--- src/rtl/mem_wait_ram_if.sv ---
// Request/response bundle for the wait-state memory slave.
// Signal names keep the slave's point of view (_i into the memory, _o out of it).
interface mem_wait_ram_if #(
   parameter int ADDR_WIDTH = 6,
   parameter int MEM_WIDTH  = 32
);
   logic                   valid_i;
   logic                   wr_rd_en_i;
   logic [ADDR_WIDTH-1:0]  addr_i;
   logic [MEM_WIDTH-1:0]   wdata_i;
   logic [MEM_WIDTH/8-1:0] wstrb_i;
   logic                   ready_o;
   logic [MEM_WIDTH-1:0]   rdata_o;
   logic                   rvalid_o;
   logic                   done_o;
   logic                   err_o;

   modport master (
      output valid_i, wr_rd_en_i, addr_i, wdata_i, wstrb_i,
      input  ready_o, rdata_o, rvalid_o, done_o, err_o
   );

   modport slave (
      input  valid_i, wr_rd_en_i, addr_i, wdata_i, wstrb_i,
      output ready_o, rdata_o, rvalid_o, done_o, err_o
   );
endinterface

--- src/rtl/mem_wait_ram.sv ---
// Single-port memory slave with byte strobes, programmable wait states and
// a done/rvalid/err response; one transaction in flight at a time.
module mem_wait_ram #(
   parameter int ADDR_WIDTH  = 6,
   parameter int MEM_WIDTH   = 32,
   parameter int DEPTH       = 64,
   parameter int WAIT_CYCLES = 2
) (
   input  logic          clk_i,
   input  logic          rst_i,
   mem_wait_ram_if.slave bus
);
   localparam int NB = MEM_WIDTH / 8;

   typedef enum logic {IDLE, BUSY} state_e;

   state_e                 state_q;
   logic                   ready_q;
   logic                   rvalid_q;
   logic                   done_q;
   logic                   err_q;
   logic                   wr_q;
   logic [3:0]             cnt_q;
   logic [ADDR_WIDTH-1:0]  addr_q;
   logic [MEM_WIDTH-1:0]   wdata_q;
   logic [NB-1:0]          wstrb_q;
   logic [MEM_WIDTH-1:0]   rdata_q;
   logic [MEM_WIDTH-1:0]   mem_q [DEPTH];

   logic                   in_range_d;
   logic                   access_d;
   logic [MEM_WIDTH-1:0]   merged_d;
   logic [MEM_WIDTH-1:0]   rword_d;

   assign in_range_d = 32'(addr_q) < 32'(DEPTH);
   assign access_d   = (state_q == BUSY) && (cnt_q == '0);

   // Out-of-range accesses never index the array: reads return zero.
   always_comb begin
      rword_d  = '0;
      merged_d = '0;
      if (in_range_d) begin
         rword_d = mem_q[addr_q];
      end
      for (int unsigned k = 0; k < NB; k++) begin
         merged_d[8*k +: 8] = wstrb_q[k] ? wdata_q[8*k +: 8] : rword_d[8*k +: 8];
      end
   end

   // Storage is never cleared; reset only blocks a pending commit.
   always_ff @(posedge clk_i) begin
      if (!rst_i && access_d && wr_q && in_range_d) begin
         mem_q[addr_q] <= merged_d;
      end
   end

   always_ff @(posedge clk_i) begin
      if (rst_i) begin
         state_q  <= IDLE;
         ready_q  <= 1'b1;
         rdata_q  <= '0;
         rvalid_q <= 1'b0;
         done_q   <= 1'b0;
         err_q    <= 1'b0;
         cnt_q    <= '0;
         wr_q     <= 1'b0;
         addr_q   <= '0;
         wdata_q  <= '0;
         wstrb_q  <= '0;
      end else begin
         rvalid_q <= 1'b0;
         done_q   <= 1'b0;
         err_q    <= 1'b0;
         unique case (state_q)
            IDLE: begin
               if (bus.valid_i && ready_q) begin
                  wr_q    <= bus.wr_rd_en_i;
                  addr_q  <= bus.addr_i;
                  wdata_q <= bus.wdata_i;
                  wstrb_q <= bus.wstrb_i;
                  cnt_q   <= 4'(WAIT_CYCLES);
                  ready_q <= 1'b0;
                  state_q <= BUSY;
               end
            end
            BUSY: begin
               if (cnt_q != '0) begin
                  cnt_q <= cnt_q - 4'd1;
               end else begin
                  done_q  <= 1'b1;
                  err_q   <= !in_range_d;
                  ready_q <= 1'b1;
                  state_q <= IDLE;
                  if (!wr_q) begin
                     rvalid_q <= 1'b1;
                     rdata_q  <= rword_d;
                  end
               end
            end
            default: state_q <= IDLE;
         endcase
      end
   end

   assign bus.ready_o  = ready_q;
   assign bus.rdata_o  = rdata_q;
   assign bus.rvalid_o = rvalid_q;
   assign bus.done_o   = done_q;
   assign bus.err_o    = err_q;
endmodule

--- src/flat_wrapper.sv ---
// flat-port wrapper written by rule: the top's interface ports become plain ports
module mem_wait_ram_flat 
#(
   parameter int ADDR_WIDTH  = 6,
   parameter int MEM_WIDTH   = 32,
   parameter int DEPTH       = 64,
   parameter int WAIT_CYCLES = 2
)
  (clk_i, rst_i, bus_valid_i, bus_wr_rd_en_i, bus_addr_i, bus_wdata_i, bus_wstrb_i, bus_ready_o, bus_rdata_o, bus_rvalid_o, bus_done_o, bus_err_o);
  mem_wait_ram_if #(.ADDR_WIDTH(ADDR_WIDTH), .MEM_WIDTH(MEM_WIDTH)) bus_i ();
  input  logic clk_i;
  input  logic rst_i;
  input wire logic [$bits(bus_i.valid_i)-1:0] bus_valid_i;
  input wire logic [$bits(bus_i.wr_rd_en_i)-1:0] bus_wr_rd_en_i;
  input wire logic [$bits(bus_i.addr_i)-1:0] bus_addr_i;
  input wire logic [$bits(bus_i.wdata_i)-1:0] bus_wdata_i;
  input wire logic [$bits(bus_i.wstrb_i)-1:0] bus_wstrb_i;
  output wire logic [$bits(bus_i.ready_o)-1:0] bus_ready_o;
  output wire logic [$bits(bus_i.rdata_o)-1:0] bus_rdata_o;
  output wire logic [$bits(bus_i.rvalid_o)-1:0] bus_rvalid_o;
  output wire logic [$bits(bus_i.done_o)-1:0] bus_done_o;
  output wire logic [$bits(bus_i.err_o)-1:0] bus_err_o;
  assign bus_i.valid_i = bus_valid_i;
  assign bus_i.wr_rd_en_i = bus_wr_rd_en_i;
  assign bus_i.addr_i = bus_addr_i;
  assign bus_i.wdata_i = bus_wdata_i;
  assign bus_i.wstrb_i = bus_wstrb_i;
  assign bus_ready_o = bus_i.ready_o;
  assign bus_rdata_o = bus_i.rdata_o;
  assign bus_rvalid_o = bus_i.rvalid_o;
  assign bus_done_o = bus_i.done_o;
  assign bus_err_o = bus_i.err_o;
  mem_wait_ram #(.ADDR_WIDTH(ADDR_WIDTH), .MEM_WIDTH(MEM_WIDTH), .DEPTH(DEPTH), .WAIT_CYCLES(WAIT_CYCLES)) u_core (.clk_i(clk_i), .rst_i(rst_i), .bus(bus_i));
endmodule
--- config.mk ---
export PLATFORM = sky130hd
export DESIGN_NAME = mem_wait_ram_flat
export DESIGN_NICKNAME = d
export VERILOG_FILES = /design/src/rtl/mem_wait_ram_if.sv /design/src/rtl/mem_wait_ram.sv /design/src/flat_wrapper.sv
export SDC_FILE = /design/constraint.sdc
export NUM_CORES = 2
export LEC_CHECK = 0
export CORE_MARGIN = 3
export CORE_UTILIZATION = 25
export CTS_BUF_LIST = sky130_fd_sc_hd__clkbuf_4
export CTS_CLUSTER_SIZE = 24
export DETAILED_ROUTE_END_ITERATION = 7
export SLEW_MARGIN = 25
export SYNTH_ARGS = -nofsm -noshare
export SYNTH_HDL_FRONTEND = slang
export SYNTH_SLANG_ARGS = --single-unit
--- constraint.sdc ---
create_clock -name clk_i -period 5.62 [get_ports clk_i]
set_clock_uncertainty 0.15 [all_clocks]
set_input_delay 1.686 -clock clk_i [delete_from_list [all_inputs] [get_ports clk_i]]
set_output_delay 1.686 -clock clk_i [all_outputs]
set_load 0.03 [all_outputs]
After elaboration in Yosys (flattened, before gate mapping)
Memory sizes are Yosys's and may differ from the RTL's. A register that Yosys moved wholly into a read port is not among the register bits.
Index checks and enable logic that the tools add are counted.
{"block": "totals", "ff_bits": 83, "ram_bits": 2048, "input_bits": 46, "output_inout_bits": 36, "word_cells": 50, "mem_count": 1}
{"block": "classes", "add_sub_neg": 1, "n_eq_ne": 3, "n_mux": 19, "bitwise_logic": 3, "n_reduce_logical": 13}
{"name": "u_core.mem_q", "depth": 64, "word_bits": 32, "read_ports": 1, "rd_clocked_by_memory_dff": 1, "wr": 1, "line_no": "mem_wait_ram.sv:28", "text": "logic [MEM_WIDTH-1:0] mem_q [DEPTH];"}
{"cell": "8-bit two-way mux", "n": 4}
{"cell": "6-bit two-way mux", "n": 2}
{"cell": "1-bit two-way mux", "n": 8}
{"cell": "4-bit two-way mux", "n": 2}
{"cell": "4-bit one-hot mux with 2 select lines", "n": 1}
{"cell": "2-bit AND reduction", "n": 3}
{"cell": "1-bit logical AND", "n": 4}
{"cell": "4-bit zero test", "n": 1}
{"cell": "2-bit != test (second input constant)", "n": 2}
{"cell": "1-bit one-hot mux with 2 select lines", "n": 2}
{"cell": "4-bit nonzero test", "n": 1}
{"cell": "4-bit by 1-bit subtractor with 4-bit output (second input constant)", "n": 1}
{"cell": "1-bit NOT", "n": 3}
{"cell": "3-bit AND reduction", "n": 1}
{"cell": "3-bit OR reduction", "n": 1}
{"cell": "2-bit by 1-bit != test with 1-bit output (second input constant)", "n": 1}
{"cell": "2-bit OR reduction", "n": 1}
{"cell": "1-bit zero test", "n": 1}

Longest topological paths before layout
{"block": "depth", "depth_word": 6, "depth_mapped": 11, "ltp_nobuf": 8}

Worst setup path after synthesis
Ideal clock, no wire load.
{"block": "synth_timing", "path_type": "reg-to-reg", "start": "register (tool-made name)", "end": "memory u_core.mem_q[0][5] (data pin)", "setup_ns": 0.720, "arrival_ns": 4.309, "required_ns": 4.750, "slack_ns": 0.441, "path_stages_with_launch": 12, "path_buffers": 5, "synth_period_minus_slack_ns": 5.179, "cell_sequence": "dfxtp_1 -> buf_6 -> buf_8 -> buf_8 -> buf_8 -> buf_8 -> mux2i_1 -> a22oi_1 -> o21ai_0 -> o221ai_1 -> nor2_1 -> o31ai_1"}
{"item": "to (decl)", "line_no": "mem_wait_ram.sv:28"}

==> metrics.txt <==
placed cell areas=0.0907 mm^2; Worst-Margin Slew=1.07 ns; postcts setup bufs=0; DRC=0; R2R cell count=9; Hold Path Class=reg2reg; post-layout util=29.7%; DR vias/cell=4.64; top cells by count, synth=edfxtp_1, mux2i_1, nand2_1; stages on the worst setup path=9; delay-heaviest family, CP=flip-flops; hold path start=u_core.wdata_q[16]; vias after detailed routing=45400; Max Cap Viol=0; Pre-Repair DR Iteration Count=5; setup TNS=0 ns; Final Setup Violations=0; PwrDens=366 mW/mm^2; WHS Endpoint=u_core.wdata_q[16]; Port Buf Inserts=80; fraction of layout cells with a size suffix above 1=25.5%; Leakage Power=29.8 nW; wirelength, routed=232000 um; first-pass GRT wire length=332000 um; top_reg_cell synth=edfxtp_1; leading area contributor after synthesis=edfxtp_1; CTS clock-pin slew for the worst setup and hold paths=0.07 ns; Clock Sinks=2137; Core Region=0.328 mm^2; r2r endpoint=u_core.mem_q[12][31]; fin crit share=81.4%; Slew headroom=28.3%; area grow syn2layout=18.2%; largest net degree at the start of global routing=70; CTS root buffer=clkbuf_4; WHS Path Cells=2; syn nets=4507; Die Span Y=580 um; Cell variety after synth=63; Slew Limit Fails=0; CP Cell Sequence=buf_12 -> buf_4 -> mux4_2 -> and3_1 -> nor3_1 -> o211ai_1 -> o21ai_1 -> o21ai_4 -> buf_12; DR iter-0 viols=4161; CP max stage delay=0.95 ns; post_cts resized=0; clock buffer count from CTS=552; Initial Util=25.1%; Yosys top cell area share=74.7%; reg2reg setup slack=1.04 ns; status=completed; fraction of registers with async set/reset=0%; number of synthesized flops with an enable pin=2048; Critical-path top delay cell=dfxtp_4; Site Rows=210; Pwr Total=0.0356 W; Critical Path End Type=register; Die Area=0.336 mm^2; top cells by area, synth=edfxtp_1, mux2i_1, mux4_2, dfxtp_1, a22oi_1; initial antenna violation count=5; Mean Syn Cell Area=18.5 um^2; Final Cell Area=0.0974 mm^2; I/O pin total=82; Routability Congestion=0.853; CTS Hold Buffers Added=0; Post-Syn Area=0.0824 mm^2; RSZ-0062 raised after global routing=false; WL/cell=23.8 um; #FFs+latches synth=2137; vias in the first global route=46700; Max Fanout on Critical Path=64; DP Wirelength=143000 um; GRT overflow=0; Max VDD drop=0.000224 V; htree depth=6; max frequency=0.218 GHz; Setup Crit Path Kind=reg2reg; CTS Buffer Depth=4; crit path launch type=register; Critical Path RT=6.39 ns; DRT antenna net count=0; Final Critical Period=4.58 ns; CP Buf/Inv Count=3; All-Layer GR Usage=13.4%; Die W=580 um; Clock Latency Late Sink=1.36 ns; CP dominant cell by count=buf_12; TritonCTS clock tree=yes; final hold vios=0; sequential-to-total area share from yosys stat=76.8%; YS warnings=0; Final #Nets=5126; Syn Inst Count=4459; crit path DAT=5.34 ns; most frequent cell after synthesis=edfxtp_1
sequential cells by signal, indices dropped and copies added (netlist names), named ones only:
name and count:
u_core.mem_q 2048, u_core.bus.rvalid_o 1, u_core.wr_q 1, u_core.bus.rdata_o 32
u_core.bus.done_o 1, u_core.wstrb_q 4, u_core.bus.ready_o 1, u_core.state_q 1
u_core.addr_q 6, u_core.cnt_q 4, u_core.wdata_q 32
layer usage:
| metal | vias up | track usage [%] | routed length, um |
|---|---|---|---|
| met5 | - | 0 | 16 |
| met4 | 2 | 5.99 | 9420 |
| met3 | 382 | 2.74 | 15800 |
| met2 | 1916 | 22.2 | 114000 |
| met1 | 23600 | 16.7 | 92900 |
| li1 | 19500 | - | - |
worst reg2reg max path: stages, from the launching register on:
cell and delay, ns:
dfxtp_4 0.95, buf_12 0.40, buf_4 0.28, mux4_2 0.56, and3_1 0.26, nor3_1 0.38, o211ai_1 0.16, o21ai_1 0.54
o21ai_4 0.11, buf_12 0.21
per-stage QoR:
stage / std cells / hold WS [ns] / worst slack (ns)
6_report: 9780 / 0.309 / 1.04
4_1_cts: 9777 / 0.310 / 0.983
2_1_floorplan: 4459 / 0.283 / 0.441
3_3_place_gp: 8868 / 0.301 / 0.826
3_5_place_dp: 8869 / 0.301 / 0.933
5_1_grt: 9779 / 0.327 / 0.934
logic make-up (layout without fill, tap and decap cells):
logic type	Yosys count	in the layout	synth area share (%)
flip-flops	2137	2137	76.8
multiplexers	864	864	13.4
AND/OR/NAND/NOR	649	649	3.59
AO/OA/AOI/OAI	539	539	4.37
buffers and inverters	266	1239	1.79
adder cells (fa/ha/maj)	2	2	0.0304
other	1	3	0.00455
XOR/XNOR	1	1	0.0106
cell usage in the layout, fill, tap and decap left out, types with 9 or more instances in the layout:
master and n:
edfxtp_1 2048, clkbuf_4 795, mux2i_1 665, nand2_1 204, mux4_2 188, a22oi_1 174, buf_4 172, nor2_1 134
o22ai_1 129, nand3_1 88, clkinv_1 88, dfxtp_1 83, clkdlybuf4s50_1 79, buf_12 69, nor2_4 66, a21oi_1 58
o21ai_0 45, nand4_1 35, nor3_1 30, and3_1 24, o21ai_4 24, a211oi_1 16, a22o_1 15, o21ai_1 15
inv_2 12, nor4_1 12, nor2b_1 10, nand2b_1 9, bufinv_16 9
where the power goes:
part | internal (W) | switching [W]
clock network | 0.00686 | 0.00605
registers | 0.0186 | 0.000109
logic | 0.00108 | 0.00294
cell type report:
cell class / instances / area (um^2)
tap: 4346 / 5440
inverter: 8 / 30.0
antenna: 2 / 5.00
multi-input combinational: 2056 / 18500
clock buffer: 795 / 5970
timing repair buffer: 323 / 3490
fill: 32100 / 230000
sequential: 2137 / 63300
clock inverter: 113 / 672
worst max path at each step:
stage | from | to
after global routing | register | u_core.mem_q[37][7]
after floorplan | register | u_core.mem_q[0][5]
after global placement | register | u_core.mem_q[23][17]
final | register | u_core.mem_q[12][31]
after CTS | register | u_core.mem_q[38][24]
after detailed placement | rst_i | u_core.mem_q[61][25]
Note: power is estimated with default switching activity, not from simulation.
